[config.mk]
export PLATFORM = sky130hd
export DESIGN_NAME = rx_frame_ctrl
export DESIGN_NICKNAME = d
export VERILOG_FILES = /design/src/rtl/rx_frame_ctrl.sv
export SDC_FILE = /design/constraint.sdc
export NUM_CORES = 1
export LEC_CHECK = 0
export BUFFER_PORTS_ARGS = -buffer_cell sky130_fd_sc_hd__clkbuf_2
export CAP_MARGIN = 20
export CORE_ASPECT_RATIO = 0.9
export CORE_MARGIN = 2
export CORE_UTILIZATION = 30
export DETAILED_ROUTE_END_ITERATION = 10
export GPL_TIMING_DRIVEN = 0
export PLACE_DENSITY = 0.47
export SYNTH_ARGS = -nofsm -noshare
export SYNTH_HDL_FRONTEND = slang
export SYNTH_SLANG_ARGS = --single-unit
[constraint.sdc]
create_clock -name i_clk -period 8.1 [get_ports i_clk]
set_input_delay 1.62 -clock i_clk [delete_from_list [all_inputs] [get_ports i_clk]]
set_output_delay 1.62 -clock i_clk [all_outputs]
set_load 0.05 [all_outputs]
[src/rtl/rx_frame_ctrl.sv]
// rx_frame_ctrl: receive frame sequencer.
//
// Walks one burst through these phases:
//   IDLE -> AGC settle -> correlation SEARCH -> DELAY -> payload STORE -> DONE
// The AGC phase is optional. DONE re-arms straight into SEARCH while i_start
// stays high. Dropping i_start aborts the frame from any active phase.
//
// Ports:
//   i_clk        sample-domain clock; the only clock in the block
//   i_rst        synchronous active-high reset
//   i_start      level enable; a rising edge arms, a low level aborts
//   i_agc_en_n   0 = run the AGC settle phase, 1 = skip it
//   i_thresh     unsigned correlation detect threshold
//   i_corr_mag   unsigned correlator magnitude
//   i_corr_vld   qualifier for i_corr_mag
//   i_sym_vld    ADC sample strobe; every phase counter counts this strobe
//   i_store_dly  valid samples to skip between detect and store
//   o_agc_en     AGC loop enable
//   o_corr_arm   correlator search enable
//   o_store_en   payload capture enable
//   o_state      current state code
//   o_busy       high in every state except IDLE
//   o_done       one-cycle pulse when a frame completes
//   o_timeout    one-cycle pulse when a search gives up
//   o_frame_cnt  count of completed frames, wraps modulo 2^16
module rx_frame_ctrl #(
  parameter int PAY_SYMS   = 10000,
  parameter int AGC_SETTLE = 256,
  parameter int TIMEOUT    = 65535
) (
  input  logic        i_clk,
  input  logic        i_rst,
  input  logic        i_start,
  input  logic        i_agc_en_n,
  input  logic [31:0] i_thresh,
  input  logic [31:0] i_corr_mag,
  input  logic        i_corr_vld,
  input  logic        i_sym_vld,
  input  logic [7:0]  i_store_dly,
  output logic        o_agc_en,
  output logic        o_corr_arm,
  output logic        o_store_en,
  output logic [2:0]  o_state,
  output logic        o_busy,
  output logic        o_done,
  output logic        o_timeout,
  output logic [15:0] o_frame_cnt
);

  // One counter is shared by all phases. The DELAY phase counts up to an
  // 8-bit delay, so the counter must also hold at least 255.
  localparam int MAX_AB  = (PAY_SYMS > AGC_SETTLE) ? PAY_SYMS : AGC_SETTLE;
  localparam int MAX_ABC = (MAX_AB > TIMEOUT) ? MAX_AB : TIMEOUT;
  localparam int MAX_CNT = (MAX_ABC > 255) ? MAX_ABC : 255;
  localparam int CW      = $clog2(MAX_CNT + 1);

  typedef enum logic [2:0] {
    S_IDLE   = 3'd0,
    S_AGC    = 3'd1,
    S_SEARCH = 3'd2,
    S_DELAY  = 3'd3,
    S_STORE  = 3'd4,
    S_DONE   = 3'd5
  } state_t;

  state_t        state;
  state_t        state_nxt;
  logic [CW-1:0] cnt;
  logic [CW-1:0] cnt_nxt;
  logic [CW-1:0] cnt_inc;
  logic [7:0]    dly_q;
  logic [7:0]    dly_nxt;
  logic [15:0]   frame_cnt;
  logic [15:0]   frame_nxt;
  logic          start_q;
  logic          start_edge;
  logic          detect;
  logic          timeout_nxt;

  assign start_edge  = i_start & ~start_q;
  assign detect      = i_corr_vld & (i_corr_mag > i_thresh);
  assign cnt_inc     = cnt + CW'(1);
  assign o_state     = state;
  assign o_frame_cnt = frame_cnt;

  // Next-state logic. Abort is tested before anything else in each active
  // state. In SEARCH, detect is tested before the timeout so that it wins
  // when both happen in the same cycle. Each transition clears the counter.
  always_comb begin
    state_nxt   = state;
    cnt_nxt     = cnt;
    dly_nxt     = dly_q;
    frame_nxt   = frame_cnt;
    timeout_nxt = 1'b0;
    case (state)
      S_IDLE: begin
        cnt_nxt = '0;
        if (start_edge)
          state_nxt = i_agc_en_n ? S_SEARCH : S_AGC;
      end
      S_AGC: begin
        if (!i_start) begin
          state_nxt = S_IDLE;
          cnt_nxt   = '0;
        end else if (i_sym_vld) begin
          if (cnt_inc == CW'(AGC_SETTLE)) begin
            state_nxt = S_SEARCH;
            cnt_nxt   = '0;
          end else begin
            cnt_nxt = cnt_inc;
          end
        end
      end
      S_SEARCH: begin
        if (!i_start) begin
          state_nxt = S_IDLE;
          cnt_nxt   = '0;
        end else if (detect) begin
          dly_nxt   = i_store_dly;
          state_nxt = (i_store_dly == 8'd0) ? S_STORE : S_DELAY;
          cnt_nxt   = '0;
        end else if (i_sym_vld) begin
          if (cnt_inc == CW'(TIMEOUT)) begin
            state_nxt   = S_IDLE;
            cnt_nxt     = '0;
            timeout_nxt = 1'b1;
          end else begin
            cnt_nxt = cnt_inc;
          end
        end
      end
      S_DELAY: begin
        if (!i_start) begin
          state_nxt = S_IDLE;
          cnt_nxt   = '0;
        end else if (i_sym_vld) begin
          if (cnt_inc == CW'(dly_q)) begin
            state_nxt = S_STORE;
            cnt_nxt   = '0;
          end else begin
            cnt_nxt = cnt_inc;
          end
        end
      end
      S_STORE: begin
        if (!i_start) begin
          state_nxt = S_IDLE;
          cnt_nxt   = '0;
        end else if (i_sym_vld) begin
          if (cnt_inc == CW'(PAY_SYMS)) begin
            state_nxt = S_DONE;
            cnt_nxt   = '0;
            frame_nxt = frame_cnt + 16'd1;
          end else begin
            cnt_nxt = cnt_inc;
          end
        end
      end
      S_DONE: begin
        cnt_nxt   = '0;
        state_nxt = i_start ? S_SEARCH : S_IDLE;
      end
      default: begin
        state_nxt = S_IDLE;
        cnt_nxt   = '0;
      end
    endcase
  end

  // State, counters and registered output decodes. The outputs are decoded
  // from the next state, so they change on the same edge as o_state.
  // start_q resets high: an i_start held high through reset must drop and
  // rise again before the block arms.
  always_ff @(posedge i_clk) begin
    if (i_rst) begin
      state      <= S_IDLE;
      cnt        <= '0;
      dly_q      <= 8'd0;
      frame_cnt  <= 16'd0;
      start_q    <= 1'b1;
      o_agc_en   <= 1'b0;
      o_corr_arm <= 1'b0;
      o_store_en <= 1'b0;
      o_busy     <= 1'b0;
      o_done     <= 1'b0;
      o_timeout  <= 1'b0;
    end else begin
      state      <= state_nxt;
      cnt        <= cnt_nxt;
      dly_q      <= dly_nxt;
      frame_cnt  <= frame_nxt;
      start_q    <= i_start;
      o_agc_en   <= ~i_agc_en_n &
                    (state_nxt inside {S_AGC, S_SEARCH, S_DELAY, S_STORE});
      o_corr_arm <= (state_nxt == S_SEARCH);
      o_store_en <= (state_nxt == S_STORE);
      o_busy     <= (state_nxt != S_IDLE);
      o_done     <= (state_nxt == S_DONE);
      o_timeout  <= timeout_nxt;
    end
  end

endmodule

==> metrics.txt, run 1 <==
Period minus WS final 4.297 ns; path type of the worst min-delay path reg2reg; Synth area leader dfxtp_1; CTS H-tree depth 2; Critical Path Sink Type flip-flop; type of origin of the critical path primary input; clk_lat worst skew 0.29 ns; core area 12740 sq um; Final nets 710; Async SR Flop Fraction 0%; pwr dens 113.1 nW/um^2; Die X 124.7 um; I/O pins 103; postcts setup bufs 0; Max Freq 232.7 MHz; post-CTS sizing 0; total die area 14040 sq um; warnings from Yosys 0; Hold Path Origin cnt[15]; CTS buffer count 5; global-route wire length before repair 18400 um; Reg clk slew, reported paths 0.07 ns; hold path depth 2; Worst R2R Path Depth 11; Yosys cell types 69; Pre-antenna DRT Iters 4; Worst R2R End cnt[2]; final setup violating endpoints 0; number of global-route vias before repair 3794; Vias 3792; FF-to-FF setup slack 4.57 ns; Sum Neg Setup Slack 0 ns; Layout area overhead 22.05%; LEAKAGE 0.002142 uW; root buf cell clkbuf_16; Clock power frac 41.1%; CP arrival 4.45 ns; cts hold-fix bufs 0; Antenna Cells 0; Core Util, Final 37.69%; DP HPWL 8912 um; Max Root-Sink Buffers 2; FF/Latch Area 1001 sq um; Worst slew margin 53.51%; DRT iter0 DRCs 161; layout cells sized above 1 25.08%; part of the Yosys area used for sequential elements 25.45%; Placed Instances 754; Internal 404.7 uW; Placed Area 4643 sq um; r2r startpoint cnt[1]; remaining antenna violation count 0; Synth Flop Type dfxtp_1; Post-route DRC 0; DR WL/cell 14.25 um; RSZ-0062 raised after global routing false; largest net degree at the start of global routing 17; Data required, critical path 8.26 ns; Hold EP cnt[15]; peak supply drop 0.09163 mV; Worst Path Max Fanout 10; crit share post-route 53.04%; initial antenna violation count 0; outcome complete, no violations; Cell Rows 39; CTS tree yes; cells after synthesis 489; synthesized flop and latch total 50; WS Path Type in2reg; Via density 4.976; Finished Layout Cells 762; filler cell count 1345; Post-synth EDFFs 0; Hold WS 0.4728 ns; mapped cell area 3933 sq um; Die H 112.6 um; sw frac 25.48%; starting density of the core 30.88%; GRT overflow 0; CTS Sinks 50; sequential share of power 45.5%; synth top area cells dfxtp_1, ha_1, xnor2_1, nor2_1, a21oi_1; RePlAce Congestion 0.8153; final setup skew 0.003922 ns; sw power 138.4 uW; Routed WL 10860 um; Synth top area share 25.45%; area of the multi-input gates 2599 sq um; pins over their slew limit 0; Mapped Avg Cell Area 8.042 sq um; Hold Fails Final Rpt 0; Max-Cap Viols 0; Worst Setup SP i_thresh[30]; I/O Buffers 101; combinational power share 13.4%; worst slew pin tran 0.6932 ns; GRT Overall Usage 15.82%; design area 4800 sq um; Post-Syn Nets 602
[layer usage]
| layer | GRT usage (%) | vias to the layer above | part of all wire (%) |
|---|---|---|---|
| met4 | 3.446 | 0 | 1.1 |
| met3 | 2.526 | 10 | 4.4 |
| li1 | - | 1941 | - |
| met2 | 27.32 | 75 | 47 |
| met5 | 0 | - | 0 |
| met1 | 20.90 | 1766 | 48 |
[power by group through the flow]
stage	clock (uW)	combinational [uW]	sequential, uW
after global routing	241	83.9	247
after detailed placement	0	73.5	253
final	223	72.7	247
after CTS	231	73.9	247
after global placement	0	71.2	253
after floorplan	0	39.8	254
[per-stage QoR]
step	setup WS (ns)	power [uW]
after floorplan	4.019	294.1
after global placement	3.484	323.8
after detailed placement	3.520	326.1
after CTS	3.818	551.6
after global routing	3.602	572.1
final	3.803	543.1
[state kept, by name (all words and copies together) (netlist names)]
name,flops
start_q,1
o_agc_en,1
o_store_en,1
dly_q,8
o_busy,1
o_timeout,1
o_state,3
cnt,16
o_corr_arm,1
o_frame_cnt,16
o_done,1
[synthesized netlist by cell type, types with 4 or more instances]
library cell,number
a21o_1,5
a21oi_1,33
a31oi_1,4
and3_1,11
buf_2,7
buf_4,5
buf_6,4
clkbuf_1,11
dfxtp_1,50
ha_1,35
inv_1,44
mux2i_1,10
nand2_1,32
nand2b_1,4
nand3_1,21
nand4_1,12
nor2_1,50
nor2b_1,5
nor3_1,14
nor4_1,4
o21ai_0,16
or3_1,7
xnor2_1,23
xor2_1,11
[how the worst max path moves through the flow]
stage                   end  depth (start not counted)  slack (ns)
global placement    cnt[12]                         13        3.48
detailed placement   cnt[2]                         10        3.52
CTS                 cnt[12]                         13        3.82
floorplan           cnt[12]                         12        4.02
finish              cnt[12]                         13        3.80
global route        cnt[12]                         13        3.60
[critical path: stages]
cell,delay [ns]
clkbuf_2,0.08
inv_1,0.03
ha_1,0.32
nand4_2,0.15
or4_4,0.58
o21a_1,0.22
o41ai_2,0.06
o31ai_2,0.24
o41ai_4,0.49
buf_2,0.36
nor4_1,0.07
o21ai_0,0.16
a21oi_1,0.08
[cell type report]
type | instances | area share [%]
plain buffers | 28 | 3.415
multi-input cells | 366 | 54.14
well taps | 164 | 4.275
flip-flops and latches | 50 | 20.86
repair buffers | 101 | 10.53
clock buffers | 6 | 2.894
inverters | 45 | 3.519
clock inverters | 2 | 0.3650
[kinds of logic (layout without fill, tap and decap cells)]
logic type | Yosys count | after routing | synth area share, %
buf+inv | 73 | 182 | 8.463
fa+ha+maj | 35 | 35 | 11.14
simple gates | 194 | 194 | 27.46
xor+xnor | 36 | 36 | 8.781
compound gates | 91 | 91 | 16.16
mux | 10 | 10 | 2.545
flops | 50 | 50 | 25.45
[placed cells by master, fill, tap and decap left out, drive strengths merged, types with 4 or more instances in the layout]
cell type and n:
a21o 5, a21oi 34, a31oi 4, and3 12, buf 16, clkbuf 119, dfxtp 50, ha 35
inv 44, mux2i 10, nand2 32, nand2b 4, nand3 23, nand4 16, nor2 51, nor2b 5
nor3 15, nor4 7, o21ai 16, o31ai 4, o41ai 4, or3 7, or4 4, xnor2 23
xor2 11
(Power assumes the default switching activity.)
==> inputs of run 2 (changes only) <==
- ABC_AREA: unset -> 1
- PLACE_DENSITY: 0.47 -> 0.49
- clock period: 8.1 -> 3.8 ns (I/O delays scaled with it)
==> metrics.txt, run 2 <==
Data required, critical path 4.02 ns (-4.24 ns); path type of the worst min-delay path reg2reg; Hold Fails Final Rpt 0 (unchanged); Layout area overhead 21.38%; Placed Area 4822 sq um (+3.9%); Final nets 879 (+24%); Synth top area share 24.41% (-1.0 points); CP arrival 3.19 ns (-1.26 ns); DR WL/cell 13.27 um (-6.9%); DRT iter0 DRCs 224 (+39%); cts hold-fix bufs 0 (unchanged); synthesized flop and latch total 50 (unchanged); warnings from Yosys 0 (unchanged); Max Freq 337.4 MHz; initial antenna violation count 0 (unchanged); WS Path Type in2reg; core area 13360 sq um (+4.9%); critical path, cell by cell clkbuf_2 -> inv_1 -> ha_1 -> nand2_1 -> nor2_1 -> nand4_1 -> nor2_1 -> nand2_1 -> inv_1 -> nand2_1 -> nand2_1 -> nand2_1 -> nand2_1 -> nand2_1 -> nand3_1 -> clkbuf_1 -> nand4_1 -> a21oi_1; I/O Buffers 102 (+0.99%); I/O pins 103 (unchanged); RSZ-0062 raised after global routing false; Worst slew margin 53.07% (-0.44 points); Slowest cell on crit path clkbuf_1; final setup violating endpoints 0 (unchanged); Routed WL 12410 um (+14%); Async SR Flop Fraction 0% (unchanged); layout cells sized above 1 18.38% (-6.7 points); Post-route DRC 0 (unchanged); Crit path largest cell delay 0.42 ns (-0.16 ns); CTS Sinks 50 (unchanged); clk_lat worst skew 0.30 ns (about the same); final setup skew 0.005160 ns (+0.001238 ns); Synth area leader dfxtp_1; post-CTS sizing 0 (unchanged); Period minus WS final 2.964 ns; GRT overflow 0 (unchanged); total die area 14620 sq um (+4.2%); Max-Cap Viols 0 (unchanged); part of the Yosys area used for sequential elements 24.41% (-1.0 points); commonest cells after routing, fill and taps aside nand2_1, inv_1, clkbuf_2; LEAKAGE 0.002465 uW (+15%); RePlAce Congestion 0.8532 (+4.6%); Reg clk slew, reported paths 0.07 ns (about the same); synth top area cells dfxtp_1, nand2_1, ha_1, inv_1, a21oi_1; remaining antenna violation count 0 (unchanged); Antenna Cells 0 (unchanged); Synth Flop Type dfxtp_1; Finished Layout Cells 935 (+23%); Placed Instances 927 (+23%); largest net degree at the start of global routing 17 (unchanged); Vias 4451 (+17%); Post-synth EDFFs 0 (unchanged); count leader, synth nand2_1; Post-Syn Nets 770 (+28%); Max Root-Sink Buffers 2 (unchanged); FF-to-FF setup slack 0.92 ns (-3.65 ns); Die H 114.9 um (+2.1%); postcts setup bufs 0 (unchanged); global-route wire length before repair 20500 um (+11%); starting density of the core 30.69% (-0.18 points); WP buf/inv 4 (+1); pre-CTS setup slack 0.5155 ns (-3.004 ns); worst slew pin tran 0.7040 ns (+0.01083 ns); Worst Path Max Fanout 10 (unchanged); Post-synth top cells nand2_1, inv_1, a21oi_1; commonest non-fill, non-tap cell in the layout nand2_1; CTS H-tree depth 2 (unchanged); Mapped Avg Cell Area 6.243 sq um (-22%); DP HPWL 10350 um (+16%); Pre-antenna DRT Iters 4 (unchanged); pwr dens 236.2 nW/um^2 (+110%); Cell Rows 40 (+2.6%); crit share post-route 78.00%; number of global-route vias before repair 4300 (+13%); delay-heaviest family, CP simple AND/OR/NAND/NOR gates; mapped cell area 4101 sq um (+4.3%); Top cell by count, worst path nand2_1; design area 4979 sq um (+3.7%); fin worst setup slack 0.8359 ns (-2.968 ns); CTS buffer count 5 (unchanged); Via density 4.760 (-4.3%); type of origin of the critical path primary input; Die X 127.3 um (+2.1%); Yosys cell types 36 (-48%); peak supply drop 0.1597 mV (+74%); Critical Path Sink Type flip-flop; root buf cell clkbuf_16; pins over their slew limit 0 (unchanged); cells after synthesis 657 (+34%); outcome complete, no violations; Sum Neg Setup Slack 0 ns (unchanged); GRT Overall Usage 17.39% (+1.6 points); CTS tree yes
## run 2: per-stage QoR
step	power [uW]	hold WS (ns)	utilization, %
after floorplan	636.0	0.4442	-
after global routing	1238	0.5038	37.26
after detailed placement	711.4	0.4661	36.09
after global placement	707.1	0.4620	36.09
final	1176	0.4742	37.26
after CTS	1193	0.4762	37.26
## run 2: path summary, 6_finish.rpt
check                             startpoint  endpoint  cells after the start
worst max-delay path            i_thresh[31]   cnt[15]                     18
worst min-delay path                dly_q[6]  dly_q[6]                      2
worst max register to register        cnt[0]    cnt[8]                     15
worst min register to register      dly_q[6]  dly_q[6]                      2
## run 2: cell type report
type                            instances  area [sq um]
Timing Repair Buffer                  102         510.5
Clock inverter                          2         17.52
Tap cell                              168         210.2
Fill cell                            1451          8384
Multi-Input combinational cell        491          2660
Sequential cell                        50          1001
Clock buffer                            6         138.9
Buffer                                 10         42.54
Inverter                              106         397.9
## run 2: logic make-up (layout without fill, tap and decap cells)
logic type               Yosys count  in the layout  share of synthesized area, %
flip-flops                        50             50                         24.41
AND/OR/NAND/NOR                  362            362                         41.70
buffers and inverters            116            226                         10.74
AO/OA/AOI/OAI                     88             88                         11.20
XOR/XNOR                           6              6                         1.281
adder cells (fa/ha/maj)           35             35                         10.68
## run 2: worst reg2reg max path: cells and delay by family (launching register included)
family / cells / cell delay [ns]
flops: 1 / 0.48
fa+ha+maj: 1 / 0.26
buf+inv: 1 / 0.29
compound gates: 3 / 0.26
simple gates: 10 / 1.44
## run 2: power by group
part / switching (uW) / internal (uW)
Clock: 213 / 265
Combinational: 97.1 / 72.2
Sequential: 2.35 / 526
Total: 313 / 864
## run 2: per-layer routing
metal  part of all wire (%)  GRT usage (%)  up-vias
met5                      0              0        -
met4                   0.76          3.223        0
met1                     51          24.00     1998
li1                       -              -     2365
met2                     44          28.85       82
met3                    4.2          3.071        6
==> inputs of run 3 (changes only) <==
- ABC_AREA: 1 -> 0
- clock period: 3.8 -> 2.7 ns (I/O delays scaled with it)
==> metrics.txt, run 3 (same netlist as run 1, synthesis figures left out) <==
area of the multi-input gates 3309 sq um (+24%); starting density of the core 30.88% (+0.18 points); Routed WL 12530 um (+0.95%); Slowest cell on crit path or4_4; hold path depth 3 (+1); pins over their slew limit 0 (unchanged); Post-route DRC 0 (unchanged); WP buf/inv 6 (+2); Pre-antenna DRT Iters 4 (unchanged); total die area 14040 sq um (-4.0%); RePlAce Congestion 0.8473 (-0.69%); peak supply drop 0.2038 mV (+28%); Max Root-Sink Buffers 2 (unchanged); Hold Fails Final Rpt 0 (unchanged); outcome complete, but fails checks; CP arrival 3.17 ns (-0.02 ns); Die H 112.6 um (-2.0%); pre-CTS setup slack -0.9945 ns (-1.510 ns); Top cell by count, worst path buf_6; Cell Rows 39 (-2.5%); CTS H-tree depth 2 (unchanged); final setup skew 0.007781 ns (+0.002621 ns); clk_lat worst skew 0.30 ns (about the same); path type of the worst min-delay path in2reg; DP HPWL 8725 um (-16%); delay-heaviest family, CP simple AND/OR/NAND/NOR gates; DR WL/cell 15.35 um (+16%); type of origin of the critical path primary input; fin worst setup slack -0.2358 ns (-1.072 ns); CTS tree yes; Layout area overhead 58.67%; Max Freq 340.6 MHz; global-route wire length before repair 19580 um (-4.5%); initial antenna violation count 0 (unchanged); Critical Path Sink Type flip-flop; Worst slew margin 59.92% (+6.8 points); Die X 124.7 um (-2.0%); WS Path Type in2reg; I/O Buffers 101 (-0.98%); failing checks negative setup slack; critical path, cell by cell buf_6 -> inv_2 -> ha_4 -> nand4_1 -> or4_4 -> buf_6 -> o31ai_4 -> buf_4 -> o41ai_4 -> buf_6 -> buf_6 -> or4_4 -> a21oi_2; final setup violating endpoints 20 (+20); layout cells sized above 1 45.86% (+27 points); Worst R2R Path Depth 11 (-4); Hold WS 0.4874 ns (+0.01330 ns); Data required, critical path 2.93 ns (-1.09 ns); remaining antenna violation count 0 (unchanged); pwr dens 295.2 nW/um^2 (+25%); worst slew pin tran 0.5950 ns (-0.1090 ns); RSZ-0062 raised after global routing true; Crit path depth 13 (-5); GRT overflow 0 (unchanged); FF-to-FF setup slack -0.17 ns (-1.09 ns); design area 6240 sq um (+25%); Vias 4122 (-7.4%); Max-Cap Viols 0 (unchanged); LEAKAGE 0.002599 uW (+5.4%); Antenna Cells 0 (unchanged); filler cell count 1160 (-20%); Reg clk slew, reported paths 0.07 ns (about the same); GRT Overall Usage 16.97% (-0.42 points); Final nets 764 (-13%); Via density 5.051 (+6.1%); I/O pins 103 (unchanged); cts hold-fix bufs 0 (unchanged); commonest non-fill, non-tap cell in the layout clkbuf_2; core area 12740 sq um (-4.7%); Worst Path Max Fanout 5 (-5); Period minus WS final 2.936 ns; Placed Area 4747 sq um (-1.6%); DRT iter0 DRCs 188 (-16%); number of global-route vias before repair 3995 (-7.1%); crit share post-route 108.7%; largest net degree at the start of global routing 17 (unchanged); commonest cells after routing, fill and taps aside clkbuf_2, buf_4, nor2_1; CTS buffer count 5 (unchanged); CTS Sinks 50 (unchanged); Crit path largest cell delay 0.56 ns (+0.14 ns); FF/Latch Area 1012 sq um (+1.1%); root buf cell clkbuf_16
[run 3: path summary, 6_finish.rpt]
| check | startpoint | end |
|---|---|---|
| min reg2reg | o_frame_cnt[15] | o_frame_cnt[15] |
| min | i_store_dly[0] | dly_q[0] |
| max | i_thresh[21] | cnt[3] |
| max reg2reg | cnt[6] | cnt[9] |
[run 3: cell type report]
type                       instances  area share (%)
clock buffer                       6           2.226
timing repair buffer             162           18.95
inverter                          45           3.028
multi-input combinational        366           53.04
tap                              164           3.289
buffer                            21           2.627
clock inverter                     2          0.6216
sequential                        50           16.22
[run 3: repair_timing]
| action | 4_1_cts | 5_1_grt |
|---|---|---|
| pin swaps | 33 | 51 |
| gates cloned | 2 | 0 |
| resized for setup | 80 | 96 |
| buffers inserted | 26 | 36 |
| endpoints found under the setup margin | 39 | 43 |
[run 3: metal layers]
metal | global-route usage (%) | vias to the layer above | share of wire (%) | wire (um)
li1 | - | 2039 | - | -
met1 | 22.02 | 1977 | 44 | 5486
met2 | 29.18 | 91 | 51 | 6341
met3 | 2.717 | 15 | 4.3 | 540
met4 | 4.944 | 0 | 1.3 | 160
met5 | 0 | - | 0 | 0
[run 3: through the flow]
step,util [%],TNS [ns],instances,total power (uW)
floorplan,-,-1.291,489,892.9
global placement,37.27,-25.53,754,988.3
detailed placement,37.27,-24.59,754,994.6
CTS,43.35,-2.228,787,1787
global route,48.99,-5.658,816,1924
finish,48.99,-3.195,816,1842
[run 3: worst min-delay path, delay by kind of cell]
kind,cells,cell delay (ns)
buffers and inverters,1,0.08
AND/OR/NAND/NOR,1,0.07
multiplexers,1,0.06
[run 3: power breakdown]
group	switching [uW]	leakage, uW	internal, uW
combinational	154	0.00210	174
clock	308	0.0000875	467
sequential	1.54	0.000407	738
total	463	0.00260	1380
